$ cat config.mk
export PLATFORM = sky130hd
export DESIGN_NAME = rle_zrl_packer_flat
export DESIGN_NICKNAME = d
export VERILOG_FILES = /design/src/rtl/rle_zrl_packer_pkg.sv /design/src/rtl/rle_zrl_packer_if.sv /design/src/rtl/rle_zrl_packer_out_reg.sv /design/src/rtl/rle_zrl_packer.sv /design/src/flat_wrapper.sv
export SDC_FILE = /design/constraint.sdc
export NUM_CORES = 1
export LEC_CHECK = 0
export CORE_MARGIN = 2
export CORE_UTILIZATION = 30
export CTS_BUF_LIST = sky130_fd_sc_hd__clkbuf_4
export DETAILED_ROUTE_END_ITERATION = 10
export GPL_TIMING_DRIVEN = 0
export PLACE_DENSITY_LB_ADDON = 0.15
export SYNTH_ARGS = -nofsm -noshare
export SYNTH_HDL_FRONTEND = slang
export SYNTH_HIERARCHICAL = 1
export SYNTH_SLANG_ARGS = --single-unit
$ cat constraint.sdc
create_clock -name clk -period 6.26 [get_ports clk]
set_input_delay 0.626 -clock clk [delete_from_list [all_inputs] [get_ports clk]]
set_output_delay 0.626 -clock clk [all_outputs]
set_load 0.005 [all_outputs]
$ cat src/rtl/rle_zrl_packer_pkg.sv
// rtl/rle_zrl_packer_pkg.sv - shared types and constants for the RLE/ZRL packer
// Package rle_pkg: symbol field widths, FSM state enum, output symbol struct,
// and the fixed ZRL / EOB symbols used by rle_zrl_packer.
package rle_pkg;

  localparam int AMP_W   = 12;
  localparam int SIZE_W  = 4;
  localparam int RUN_W   = 4;
  localparam int MAX_RUN = (1 << RUN_W) - 1;

  localparam logic [RUN_W-1:0] ZRL_RUN = RUN_W'(MAX_RUN);

  typedef enum logic [1:0] {
    ACCEPT = 2'd0,
    ZRL    = 2'd1,
    FLUSH  = 2'd2
  } rle_state_t;

  typedef struct packed {
    logic [RUN_W-1:0]  run;
    logic [SIZE_W-1:0] size;
    logic [AMP_W-1:0]  amp;
    logic              dc;
    logic              eob;
  } rle_sym_t;

  localparam rle_sym_t EOB_SYM = '{run: '0, size: '0, amp: '0, dc: 1'b0, eob: 1'b1};
  localparam rle_sym_t ZRL_SYM = '{run: ZRL_RUN, size: '0, amp: '0, dc: 1'b0, eob: 1'b0};

endpackage

$ cat src/rtl/rle_zrl_packer_if.sv
// rtl/rle_zrl_packer_if.sv - coefficient-in / symbol-out handshake bundle
// Signals: din_valid/din_ready/din_size/din_amp (coefficient stream),
//          dout_valid/dout_ready/dout_run/dout_size/dout_amp/dout_dc/dout_eob (symbol stream).
// Modports: slave = packer side, master = producer/consumer side.
interface rle_zrl_packer_if;
  import rle_pkg::*;

  logic              din_valid;
  logic              din_ready;
  logic [SIZE_W-1:0] din_size;
  logic [AMP_W-1:0]  din_amp;

  logic              dout_valid;
  logic              dout_ready;
  logic [RUN_W-1:0]  dout_run;
  logic [SIZE_W-1:0] dout_size;
  logic [AMP_W-1:0]  dout_amp;
  logic              dout_dc;
  logic              dout_eob;

  modport slave (
    input  din_valid, din_size, din_amp, dout_ready,
    output din_ready, dout_valid, dout_run, dout_size, dout_amp, dout_dc, dout_eob
  );

  modport master (
    output din_valid, din_size, din_amp, dout_ready,
    input  din_ready, dout_valid, dout_run, dout_size, dout_amp, dout_dc, dout_eob
  );

endinterface

$ cat src/rtl/rle_zrl_packer_out_reg.sv
// rtl/rle_zrl_packer_out_reg.sv - single-entry valid/ready output register for rle_sym_t
// Ports: clk, rst (sync active-high), in_valid/in_ready/in_sym (load side),
//        out_valid/out_ready/out_sym (downstream side). Contents hold while stalled.
module rle_out_reg
  import rle_pkg::*;
(
  input  logic     clk,
  input  logic     rst,
  input  logic     in_valid,
  output logic     in_ready,
  input  rle_sym_t in_sym,
  output logic     out_valid,
  input  logic     out_ready,
  output rle_sym_t out_sym
);

  // A new symbol may enter whenever the slot is empty or is leaving this cycle.
  assign in_ready = !out_valid || out_ready;

  always_ff @(posedge clk) begin
    if (rst) begin
      out_valid <= 1'b0;
      out_sym   <= '0;
    end else if (in_valid && in_ready) begin
      out_valid <= 1'b1;
      out_sym   <= in_sym;
    end else if (out_ready) begin
      out_valid <= 1'b0;
    end
  end

endmodule

$ cat src/rtl/rle_zrl_packer.sv
// rtl/rle_zrl_packer.sv - zig-zag coefficient to (run,size,amp) symbol packer with ZRL/EOB
// Ports: clk, rst (sync active-high), bus (rle_zrl_packer_if.slave: coefficient in,
//        symbol out), sym_cnt/blk_cnt (16-bit saturating statistics).
// Parameters: BLOCK_LEN coefficients per block, CNT_W index / zero-run width.
// Macro RLE_STATS_EN: when defined, sym_cnt counts output transfers and blk_cnt
// counts completed blocks; when undefined both outputs are tied to zero.
module rle_zrl_packer
  import rle_pkg::*;
#(
  parameter int BLOCK_LEN = 64,
  parameter int CNT_W     = 6
) (
  input  logic               clk,
  input  logic               rst,
  rle_zrl_packer_if.slave    bus,
  output logic [15:0]        sym_cnt,
  output logic [15:0]        blk_cnt
);

  localparam logic [CNT_W-1:0] LAST_IDX  = CNT_W'(BLOCK_LEN - 1);
  localparam logic [CNT_W-1:0] MAX_RUN_C = CNT_W'(MAX_RUN);
  localparam logic [CNT_W-1:0] ZRL_STEP  = CNT_W'(MAX_RUN + 1);

  rle_state_t        state_q, state_d;
  logic [CNT_W-1:0]  idx_q, idx_d;
  logic [CNT_W-1:0]  zcnt_q, zcnt_d;
  logic [SIZE_W-1:0] hold_size_q, hold_size_d;
  logic [AMP_W-1:0]  hold_amp_q, hold_amp_d;
  logic              hold_last_q, hold_last_d;

  logic     ld;
  rle_sym_t ld_sym;
  logic     can_load;
  rle_sym_t out_sym;
  logic     out_valid;
  logic     acc_xfer;
  logic     is_last;

  assign bus.din_ready = (state_q == ACCEPT) && can_load;
  assign acc_xfer      = bus.din_valid && bus.din_ready;
  assign is_last       = (idx_q == LAST_IDX);

  always_ff @(posedge clk) begin
    if (rst) begin
      state_q     <= ACCEPT;
      idx_q       <= '0;
      zcnt_q      <= '0;
      hold_size_q <= '0;
      hold_amp_q  <= '0;
      hold_last_q <= 1'b0;
    end else begin
      state_q     <= state_d;
      idx_q       <= idx_d;
      zcnt_q      <= zcnt_d;
      hold_size_q <= hold_size_d;
      hold_amp_q  <= hold_amp_d;
      hold_last_q <= hold_last_d;
    end
  end

  always_comb begin
    state_d     = state_q;
    idx_d       = idx_q;
    zcnt_d      = zcnt_q;
    hold_size_d = hold_size_q;
    hold_amp_d  = hold_amp_q;
    hold_last_d = hold_last_q;
    ld          = 1'b0;
    ld_sym      = '0;
    unique case (state_q)
      ACCEPT: begin
        if (acc_xfer) begin
          if (idx_q == '0) begin
            ld          = 1'b1;
            ld_sym.size = bus.din_size;
            ld_sym.amp  = bus.din_amp;
            ld_sym.dc   = 1'b1;
            idx_d       = idx_q + 1'b1;
          end else if (bus.din_size == '0) begin
            if (is_last) begin
              // Trailing zeros collapse into EOB; pending ZRLs are never emitted.
              ld     = 1'b1;
              ld_sym = EOB_SYM;
              idx_d  = '0;
              zcnt_d = '0;
            end else begin
              zcnt_d = zcnt_q + 1'b1;
              idx_d  = idx_q + 1'b1;
            end
          end else if (zcnt_q <= MAX_RUN_C) begin
            ld          = 1'b1;
            ld_sym.run  = zcnt_q[RUN_W-1:0];
            ld_sym.size = bus.din_size;
            ld_sym.amp  = bus.din_amp;
            zcnt_d      = '0;
            idx_d       = is_last ? '0 : idx_q + 1'b1;
          end else begin
            // Run too long for one symbol: park the coefficient and drain ZRLs.
            // A last coefficient keeps idx until FLUSH performs the wrap.
            hold_size_d = bus.din_size;
            hold_amp_d  = bus.din_amp;
            hold_last_d = is_last;
            idx_d       = is_last ? idx_q : idx_q + 1'b1;
            state_d     = ZRL;
          end
        end
      end
      ZRL: begin
        if (can_load) begin
          ld = 1'b1;
          if (zcnt_q > MAX_RUN_C) begin
            ld_sym = ZRL_SYM;
            zcnt_d = zcnt_q - ZRL_STEP;
          end else begin
            ld_sym.run  = zcnt_q[RUN_W-1:0];
            ld_sym.size = hold_size_q;
            ld_sym.amp  = hold_amp_q;
            zcnt_d      = '0;
            state_d     = hold_last_q ? FLUSH : ACCEPT;
          end
        end
      end
      FLUSH: begin
        idx_d   = '0;
        state_d = ACCEPT;
      end
      default: state_d = ACCEPT;
    endcase
  end

  rle_out_reg u_out_reg (
    .clk       (clk),
    .rst       (rst),
    .in_valid  (ld),
    .in_ready  (can_load),
    .in_sym    (ld_sym),
    .out_valid (out_valid),
    .out_ready (bus.dout_ready),
    .out_sym   (out_sym)
  );

  assign bus.dout_valid = out_valid;
  assign bus.dout_run   = out_sym.run;
  assign bus.dout_size  = out_sym.size;
  assign bus.dout_amp   = out_sym.amp;
  assign bus.dout_dc    = out_sym.dc;
  assign bus.dout_eob   = out_sym.eob;

`ifdef RLE_STATS_EN
  logic [15:0] sym_cnt_q, blk_cnt_q;
  logic        blk_done;

  // A block completes on EOB, on a directly emitted last coefficient,
  // or in FLUSH after a last coefficient that needed ZRLs.
  assign blk_done = (state_q == FLUSH) ||
                    (acc_xfer && is_last && ((bus.din_size == '0) || (zcnt_q <= MAX_RUN_C)));

  always_ff @(posedge clk) begin
    if (rst) begin
      sym_cnt_q <= '0;
      blk_cnt_q <= '0;
    end else begin
      if (out_valid && bus.dout_ready && (sym_cnt_q != 16'hFFFF)) sym_cnt_q <= sym_cnt_q + 16'd1;
      if (blk_done && (blk_cnt_q != 16'hFFFF)) blk_cnt_q <= blk_cnt_q + 16'd1;
    end
  end

  assign sym_cnt = sym_cnt_q;
  assign blk_cnt = blk_cnt_q;
`else
  assign sym_cnt = 16'd0;
  assign blk_cnt = 16'd0;
`endif

endmodule

$ cat src/flat_wrapper.sv
// flat-port wrapper written by rule: the top's interface ports become plain ports
module rle_zrl_packer_flat import rle_pkg::*;
#(
  parameter int BLOCK_LEN = 64,
  parameter int CNT_W     = 6
)
  (clk, rst, sym_cnt, blk_cnt, bus_din_valid, bus_din_size, bus_din_amp, bus_dout_ready, bus_din_ready, bus_dout_valid, bus_dout_run, bus_dout_size, bus_dout_amp, bus_dout_dc, bus_dout_eob);
  rle_zrl_packer_if bus_i ();
  input  logic clk;
  input  logic rst;
  output logic [15:0] sym_cnt;
  output logic [15:0] blk_cnt;
  input wire logic [$bits(bus_i.din_valid)-1:0] bus_din_valid;
  input wire logic [$bits(bus_i.din_size)-1:0] bus_din_size;
  input wire logic [$bits(bus_i.din_amp)-1:0] bus_din_amp;
  input wire logic [$bits(bus_i.dout_ready)-1:0] bus_dout_ready;
  output wire logic [$bits(bus_i.din_ready)-1:0] bus_din_ready;
  output wire logic [$bits(bus_i.dout_valid)-1:0] bus_dout_valid;
  output wire logic [$bits(bus_i.dout_run)-1:0] bus_dout_run;
  output wire logic [$bits(bus_i.dout_size)-1:0] bus_dout_size;
  output wire logic [$bits(bus_i.dout_amp)-1:0] bus_dout_amp;
  output wire logic [$bits(bus_i.dout_dc)-1:0] bus_dout_dc;
  output wire logic [$bits(bus_i.dout_eob)-1:0] bus_dout_eob;
  assign bus_i.din_valid = bus_din_valid;
  assign bus_i.din_size = bus_din_size;
  assign bus_i.din_amp = bus_din_amp;
  assign bus_i.dout_ready = bus_dout_ready;
  assign bus_din_ready = bus_i.din_ready;
  assign bus_dout_valid = bus_i.dout_valid;
  assign bus_dout_run = bus_i.dout_run;
  assign bus_dout_size = bus_i.dout_size;
  assign bus_dout_amp = bus_i.dout_amp;
  assign bus_dout_dc = bus_i.dout_dc;
  assign bus_dout_eob = bus_i.dout_eob;
  rle_zrl_packer #(.BLOCK_LEN(BLOCK_LEN), .CNT_W(CNT_W)) u_core (.clk(clk), .rst(rst), .bus(bus_i), .sym_cnt(sym_cnt), .blk_cnt(blk_cnt));
endmodule
# Word level (Yosys, flattened, before mapping)
# Index checks and enable logic that the tools add are counted.
dict set report word_totals {
  inputBits 20
  wordCells 89
  register_bits 54
  output_inout_bits 56
}
dict set report classes {
  reduce_logical 15
  order_cmp 2
  n_mux 43
  eq_ne 11
  n_addsub 3
  bitwise_logic 3
}
# operator n
set op_table {}
lappend op_table {{$mux 6} 13}
lappend op_table {{$mux 20} 3}
lappend op_table {{$mux 22} 2}
lappend op_table {{$pmux 22 s2} 1}
lappend op_table {{$pmux 6 s2} 2}
lappend op_table {{$mux 17} 1}
lappend op_table {{$mux 2} 7}
lappend op_table {{$add 6x1->6 const B} 2}
lappend op_table {{$mux 1} 11}
lappend op_table {{$reduce_and 5->1} 2}
lappend op_table {{$ne 2x2->1 const B} 4}
lappend op_table {{$eq 6x6->1 const B} 1}
lappend op_table {{$gt 6x4->1 const B} 1}
lappend op_table {{$le 6x4->1 const B} 1}
lappend op_table {{$logic_not 6->1} 1}
lappend op_table {{$reduce_and 6->1} 1}
lappend op_table {{$reduce_bool 2->1} 3}
lappend op_table {{$sub 6x5->6 const B} 1}
lappend op_table {{$ne 5x5->1 const B} 1}
lappend op_table {{$logic_not 4->1} 1}
lappend op_table {{$mux 4} 1}
lappend op_table {{$ne 2x1->1 const B} 2}
lappend op_table {{$pmux 2 s2} 1}
lappend op_table {{$logic_and 1x1->1} 3}
lappend op_table {{9 further kinds} 11}

# Longest topological paths before layout
# Gate-level depths: netlist of run 1.
dict set report depth {
  depth_word 8
  ltp_mapped 12
  mapped_depth_nobuf 8
}

# Cells and area by module
# Netlist of run 1, hierarchy kept.
# module area_per_inst_um2 seq_area_each_um2 instances cells_each
set by_module_without_submodules {}
lappend by_module_without_submodules {rle_zrl_packer 2013.2 620.6 1 250}
lappend by_module_without_submodules {rle_out_reg 1061.0 460.4 1 104}

# Least setup slack after synthesis of run 1
# OpenSTA, ideal clock, no wires.
dict set report synth_path {
  path_type {input to register}
  start {in bus_dout_ready}
  end {reg, netlist name u_core/u_out_reg/out_sym[10]}
  path_stages 12
  slack_ns 3.563
  setup_ns 0.071
  required_time_ns 6.189
  path_buffers 5
  arrival_ns 2.626
  cell_sequence {nand2b_4 buf_6 buf_2 and2_1 nand2_1 a21oi_2 buf_2 a211o_1 buf_4 clkbuf_1 nand3_1 a21oi_2}
}
dict set report synth_between {
  elab_chain_len 6
  elab_cells_between_ends 10
  cone_classes {mux (6); reduce/logical (4)}
}
# element line
set synth_rtl {}
lappend synth_rtl {{from (decl)} flat_wrapper.sv:16} ;# input wire logic [$bits(bus_i.dout_ready)-1:0] bus_dout_ready;
lappend synth_rtl {{$logic_or 1x1->1 (*)} rle_zrl_packer_out_reg.sv:18} ;# assign in_ready = !out_valid || out_ready;
lappend synth_rtl {{named net u_core.can_load} rle_zrl_packer.sv:33} ;# logic can_load;
lappend synth_rtl {{$logic_and 1x1->1} rle_zrl_packer.sv:39} ;# assign bus.din_ready = (state_q == ACCEPT) && can_load;
lappend synth_rtl {{$logic_and 1x1->1} rle_zrl_packer.sv:40} ;# assign acc_xfer = bus.din_valid && bus.din_ready;
lappend synth_rtl {{$mux 1} rle_zrl_packer.sv:72} ;# if (acc_xfer) begin
lappend synth_rtl {{$pmux 1 s2 (*)} rle_zrl_packer.sv:70} ;# unique case (state_q)
lappend synth_rtl {{named net u_core.ld} rle_zrl_packer.sv:31} ;# logic ld;
lappend synth_rtl {{$logic_and 1x1->1 (*)} rle_zrl_packer_out_reg.sv:24} ;# end else if (in_valid && in_ready) begin
# Mark *: on every way through the listed nets, which the timed path passes. The rest lies on a longest branch.
# A chain may end at the register's enable or synchronous reset.

# Worst setup path after layout of run 1
dict set report layout_path {
  start {in bus_dout_ready}
  end {reg, netlist name u_core/u_out_reg/out_sym[15]}
}
dict set report layout_between {
  elab_chain_len 6
  elab_cells_between_ends 10
  cone_classes {mux (6); reduce/logical (4)}
}
# element line
set layout_rtl {}
lappend layout_rtl {{$logic_or 1x1->1 (*)} rle_zrl_packer_out_reg.sv:18}
lappend layout_rtl {{named net u_core.can_load} rle_zrl_packer.sv:33}
lappend layout_rtl {{$logic_and 1x1->1} rle_zrl_packer.sv:39}
lappend layout_rtl {{$logic_and 1x1->1} rle_zrl_packer.sv:40}
lappend layout_rtl {{$mux 1} rle_zrl_packer.sv:72}
lappend layout_rtl {{$pmux 1 s2 (*)} rle_zrl_packer.sv:70}
lappend layout_rtl {{named net u_core.ld} rle_zrl_packer.sv:31}
lappend layout_rtl {{$logic_and 1x1->1 (*)} rle_zrl_packer_out_reg.sv:24}
# Marks and branches as above.

==> results of run 1 <==
cells by family (layout without fill, tap and decap cells):
family	after synthesis	count (layout)	share of synthesized area, %
and+or+nand+nor	115	115	18.3
AOI/OAI and AO/OA	111	111	29.8
buffers and inverters	64	115	13.6
adders and majority gates	3	3	1.22
xor gates and xnor gates	4	4	1.14
muxes	2	2	0.651
DFF	54	54	35.2
other	1	32	0.122
metal layers:
metal  wire, um  up-vias
met5          0        -
met4         47        0
met3        356        2
met2       3300       74
met1       3760     1182
li1           -     1345
sequential cells by signal, indices dropped and copies added (netlist names):
register                    flops
u_core/u_out_reg/out_sym       22
u_core/hold_last_q              1
u_core/hold_size_q              4
u_core/u_out_reg/out_valid      1
u_core/zcnt_q                   6
u_core/hold_amp_q              12
u_core/state_q                  2
u_core/idx_q                    6
synth_stat cells (3+ instances only):
cell / number / area, um^2
buf_2: 9 / 45.0
nor4_1: 4 / 25.0
clkbuf_1: 5 / 18.8
a22o_1: 16 / 140
ha_1: 3 / 37.5
xnor2_1: 4 / 35.0
or3_1: 3 / 18.8
buf_4: 34 / 255
a21oi_2: 17 / 149
dfxtp_1: 54 / 1080
nand2_1: 45 / 169
a21bo_2: 6 / 60.1
buf_1: 3 / 11.3
nand3_1: 30 / 150
nor2_1: 16 / 60.1
a21bo_1: 16 / 160
buf_6: 5 / 56.3
o21a_1: 5 / 37.5
inv_1: 8 / 30.0
a21oi_1: 31 / 155
power breakdown:
group | leakage, nW | internal [mW] | switching [mW] | total (mW)
Sequential | 0.437 | 0.351 | 0.00501 | 0.356
Clock | 0.0328 | 0.0443 | 0.115 | 0.159
Combinational | 0.971 | 0.0596 | 0.0591 | 0.119
worst min-delay path by stage:
stage / startpoint / end / slack, ns / cells past startpoint
after floorplan: u_core/hold_last_q / u_core/hold_last_q / 0.43 / 2
after global placement: u_core/hold_last_q / u_core/hold_last_q / 0.44 / 2
after detailed placement: u_core/hold_last_q / u_core/hold_last_q / 0.45 / 2
after CTS: u_core/hold_last_q / u_core/hold_last_q / 0.47 / 2
after global routing: u_core/hold_amp_q[7] / u_core/hold_amp_q[7] / 0.48 / 2
final: u_core/hold_last_q / u_core/hold_last_q / 0.46 / 2
layout make-up:
type	instances	area share, %
Sequential cell	54	28.1
Clock buffer	5	0.976
Timing Repair Buffer	43	11.2
Clock inverter	3	0.553
Buffer	56	10.1
Inverter	8	0.781
Tap cell	133	4.33
Multi-Input combinational cell	267	44.0
worst reg2reg max path, delay by kind of cell (launching register included):
kind | cells | cell delay [ns]
AO/OA/AOI/OAI | 2 | 0.32
AND/OR/NAND/NOR | 5 | 1.29
flip-flops | 1 | 0.37
buffers and inverters | 4 | 0.96
through the flow:
stage          instance area [um^2]  utilization (%)  instances
5_1_grt                        3850             39.0        569
2_1_floorplan                  3190                -        385
4_1_cts                        3850             39.0        569
3_5_place_dp                   3790             38.4        561
6_report                       3850             39.0        569
3_3_place_gp                   3790             38.4        561
==> flow_summary_export.csv, run 1 <==
group,metric,value,unit
status,status,"finished clean",
global_routing,top_usage_layer,"met2",
drt,wirelength,7460,um
clock_tree,insertion_delay,0.38,ns
layout,antenna_cells,0,
critical_path,crit_slowest_cell,"nor4_1",
floorplan,start_util,31.2,%
synthesis,synthFlopType,"dfxtp_1",
floorplan,core-area,9860,um^2
floorplan,rows,36,
clock_tree,hold_buffers,0,
timing,maxSlewViolCount,0,
critical_path,r2r_cells,11,
timing,grt_setup_unrepaired,"no",
pwr,peakVddDrop,0.0000761,V
clock_tree,tritoncts,"done",
timing,hold_ws,0.462,ns
global_routing,grt_pass1_wl,12700,um
critical_path,crit_path_max_fanout,14,
timing,fin_crit_sh,53.9,%
synthesis,synth_area,3070,um^2
timing,setup_viol,0,
timing,min_period,3.37,ns
pwr,p_leak,1.44,nW
pwr,finalPower,0.633,mW
global_routing,grt_util_met1,20.0,%
clock_tree,numClockSinks,54,
critical_path,worst-path-buf-inv,5,
layout,fillers,1010,
critical_path,regToRegSetupSlack,3.26,ns
critical_path,critical_path_class,"primary input to flop",
drt,wl_per_cell,13.1,um
floorplan,ios,76,
global_routing,antenna_found_initial,0,
timing,fin_ws,2.89,ns
place,pre_cts_ws,2.49,ns
synthesis,ys_ff_latch,54,
global_routing,grt_overflow,0,
clock_tree,clock_path_buffers,2,
synthesis,yosysUniqueCellTypes,53,
synthesis,syn_inst,354,
critical_path,r2r-end,"u_core/u_out_reg/out_sym[15]",
critical_path,slowest_delay,0.61,ns
drt,drt_iter0_markers,117,
layout,multiInputGateArea,1690,um^2
clock_tree,ctsResizeCount,0,
critical_path,worstSetupEndpointType,"flop",
critical_path,crit_family,"buffers and inverters",
global_routing,grt_max_degree,18,
layout,final_cell_mix,"54 x dfxtp_1, 45 x nand2_1, 43 x clkdlybuf4s50_1",
drt,dr.pass1.iters,4,
drt,via_per_inst,4.57,
floorplan,fp.dieArea,11100,um^2
critical_path,crit_required,6.57,ns
global_routing,grt_use_met2,22.2,%
layout,nNetsFinal,458,
critical_path,arrival,3.69,ns
global_routing,grt_pass1_vias,2475,
layout,area_growth,25.1,%
synthesis,async_flop_share,0,%
timing,final-hold-violation-count,0,
place,io_buffers,43,
global_routing,gr-usage-met3,2.72,%
timing,tightest_slew,0.714,ns
critical_path,cp-endpoint,"u_core/u_out_reg/out_sym[15]",
layout,drive_above_1_share,20.6,%
layout,final_common_cell,"dfxtp_1",
clock_tree,path_clk_slew,0.16,ns
hold_path,min_path_type,"flop to flop",
job,maxCapViolCount,0,
critical_path,worst-path-stages,12,
clock_tree,cts_setup_buffers,0,
timing,max_freq,0.296,GHz
critical_path,worstPathCellList,"clkdlybuf4s50_1 > nand2b_4 > buf_6 > buf_2 > and2_1 > nand2_1 > nor4_1 > a211o_1 > buf_4 > clkbuf_1 > nand3_1 > a21oi_2",
synthesis,avgSynthCellArea,8.68,um^2
place,dp_hpwl,5600,um
global_routing,grt_usage,14.1,%
floorplan,die_h,105,um
floorplan,fp.dieW,105,um
critical_path,startpoint,"bus_dout_ready",
synthesis,synth_seq_area_share,35.2,%
critical_path,reg2reg_from,"u_core/u_out_reg/out_valid",
timing,clock_skew,0.0158,ns
drt,final_antenna_net_count,0,
clock_tree,numCtsBuffers,5,
critical_path,cp-start-kind,"primary input",
place,place_congestion,0.798,
synthesis,synth_edf_count,0,
timing,setup-tns-final,0,ns
layout,seq_area,1080,um^2
clock_tree,cts-root-buf,"clkbuf_4",
drt,via_count,2603,
drt,drc,0,
clock_tree,cts_htree_levels,2,
timing,slew_headroom,52.0,%
synthesis,ys_warn_count,6,
pwr,powerDensity,165,nW/um^2
(Power assumes the default switching activity.)
==> inputs of run 2 (changes only) <==
clock period = 3.38 ns   (was 6.26 ns; I/O delays follow)
==> run 2 against run 1 <==
Net effect:
- clock skew barely moved
- sequential power up 85%
- utilization about the same
- clock power grew 85%
- total power grew 85%
- global-route usage did not move
- flip-flop and latch count stayed put
- cell count decreased by 0.18%
- clock-buffer cell count stayed put
- highest routed layer unchanged
==> flow_summary_export.csv, run 2 (synthesis gave the netlist of run 1 again) <==
group,metric,value,unit
layout,antenna_cells,0,
pwr,peakVddDrop,0.000142,V
pwr,finalPower,1.17,mW
clock_tree,insertion_delay,0.38,ns
critical_path,crit_required,3.65,ns
global_routing,grt_pass1_vias,2475,
timing,slew_headroom,51.8,%
layout,fin_util,39.0,%
critical_path,crit_family,"buffers and inverters",
timing,tightest_slew,0.716,ns
critical_path,crit_path_max_fanout,18,
clock_tree,path_clk_slew,0.17,ns
drt,via_per_inst,4.59,
timing,fin_crit_sh,88.9,%
pwr,powerDensity,305,nW/um^2
timing,setup_viol,0,
place,dp_hpwl,5600,um
clock_tree,hold_buffers,0,
drt,drc,0,
critical_path,cpMostUsedCell,"buf_2",
floorplan,ios,76,
timing,max_freq,0.333,GHz
layout,largest_reg_flops,22,
clock_tree,tritoncts,"done",
place,io_buffers,43,
timing,final-hold-violation-count,0,
job,maxCapViolCount,0,
global_routing,grt_usage,14.1,%
global_routing,antenna_found_initial,0,
drt,final_antenna_net_count,0,
layout,area_growth,25.0,%
timing,min_period,3.01,ns
floorplan,rows,36,
timing,clock_skew,0.0162,ns
layout,drive_above_1_share,20.7,%
layout,top_register,"u_core/u_out_reg/out_sym",
layout,final_common_cell,"dfxtp_1",
global_routing,grt_overflow,0,
place,place_congestion,0.798,
global_routing,grt_max_degree,18,
floorplan,die_h,105,um
clock_tree,clock_path_buffers,2,
clock_tree,cts_htree_levels,2,
global_routing,grt_pass1_wl,12700,um
drt,dr.pass1.iters,4,
drt,wl_per_cell,13.1,um
floorplan,core-area,9860,um^2
hold_path,min_path_type,"flop to flop",
critical_path,worstPathCellList,"clkdlybuf4s50_1 > nand2b_4 > buf_6 > buf_2 > and2_1 > nand2_1 > a21oi_2 > buf_2 > a211o_1 > buf_4 > buf_2 > a21bo_1 > a21oi_2",
clock_tree,ctsResizeCount,0,
clock_tree,numClockSinks,54,
drt,wirelength,7460,um
floorplan,fp.dieArea,11100,um^2
floorplan,start_util,31.2,%
status,status,"finished clean",
critical_path,worstSetupEndpointType,"flop",
timing,maxSlewViolCount,0,
layout,final_cell_mix,"54 x dfxtp_1, 45 x nand2_1, 43 x clkdlybuf4s50_1",
critical_path,cp-start-kind,"primary input",
timing,hold_ws,0.462,ns
critical_path,worst-path-buf-inv,6,
critical_path,slowest_delay,0.46,ns
critical_path,crit_slowest_cell,"clkdlybuf4s50_1",
drt,via_count,2605,
clock_tree,cts-root-buf,"clkbuf_4",
critical_path,arrival,3.27,ns
critical_path,critical_path_class,"primary input to flop",
pwr,p_leak,1.44,nW
layout,top_regs,"u_core/u_out_reg/out_sym: 22 flops, u_core/hold_amp_q: 12 flops",
drt,drt_iter0_markers,114,
layout,nNetsFinal,457,
floorplan,fp.dieW,105,um
clock_tree,numCtsBuffers,5,
timing,grt_setup_unrepaired,"no",
## run 2: final timing paths
path | to | from | slack [ns] | cells after the start
setup / recovery | u_core/u_out_reg/out_sym[5] | bus_dout_ready | 0.37 | 13
hold / removal | u_core/hold_last_q | u_core/hold_last_q | 0.46 | 2
setup reg to reg | u_core/u_out_reg/out_sym[5] | u_core/u_out_reg/out_valid | 0.47 | 12
hold reg to reg | u_core/hold_last_q | u_core/hold_last_q | 0.46 | 2
## run 2: layout make-up
| type | count | area [um^2] |
|---|---|---|
| buffer | 55 | 383 |
| clock buffer | 5 | 37.5 |
| clock inverter | 3 | 21.3 |
| fill | 1010 | 6020 |
| inverter | 8 | 30.0 |
| multi-input combinational | 267 | 1690 |
| sequential | 54 | 1080 |
| tap | 133 | 166 |
| timing repair buffer | 43 | 430 |
## run 2: where the power goes
part	internal [mW]	switching (mW)
combinational	0.110	0.109
clock	0.0821	0.212
sequential	0.649	0.00924
## run 2: tightest hold or removal path, cell delays in order, from the launching register on
cell and delay [ns]:
dfxtp_1 0.34, nand2_1 0.05, a21oi_1 0.05
## run 2: metrics by stage
step,setup WS (ns),setup TNS [ns],instance area [um^2],instances
2_1_floorplan,0.971,0,3190,385
3_3_place_gp,-0.125,-1.13,3790,561
6_report,0.374,0,3840,568
4_1_cts,0.276,0,3850,569
3_5_place_dp,-0.0987,-0.864,3790,561
5_1_grt,0.0697,0,3840,568
## run 2: per-layer routing
layer | global-route usage (%) | routed length, um | share of wire (%) | vias up
met1 | 20.0 | 3730 | 50 | 1190
met2 | 22.2 | 3340 | 45 | 69
met4 | 3.14 | 47 | 0.63 | 0
met3 | 2.72 | 344 | 4.6 | 2
li1 | - | - | - | 1344
met5 | 0 | 0 | 0 | -
## run 2: what timing repair did
| item | CTS | global route |
|---|---|---|
| endpoints found under the hold margin | 0 | 0 |
| setup buffers | 0 | 0 |
| endpoints found under the setup margin | 0 | 9 |
==> inputs of run 3 (changes only) <==
clock period = 3.5 ns   (was 3.38 ns; I/O delays follow)
==> results of run 3 <==
Same layout as run 1 (identical final DEF). Status: finished clean.
Main changes from that run: setup slack after placement 2.49 ns -> 0.00930 ns; setup slack after layout 2.89 ns -> 0.401 ns; register-to-register setup slack 3.26 ns -> 0.50 ns; total power 0.633 mW -> 1.13 mW; worst IR drop on VDD 0.0000761 V -> 0.000136 V
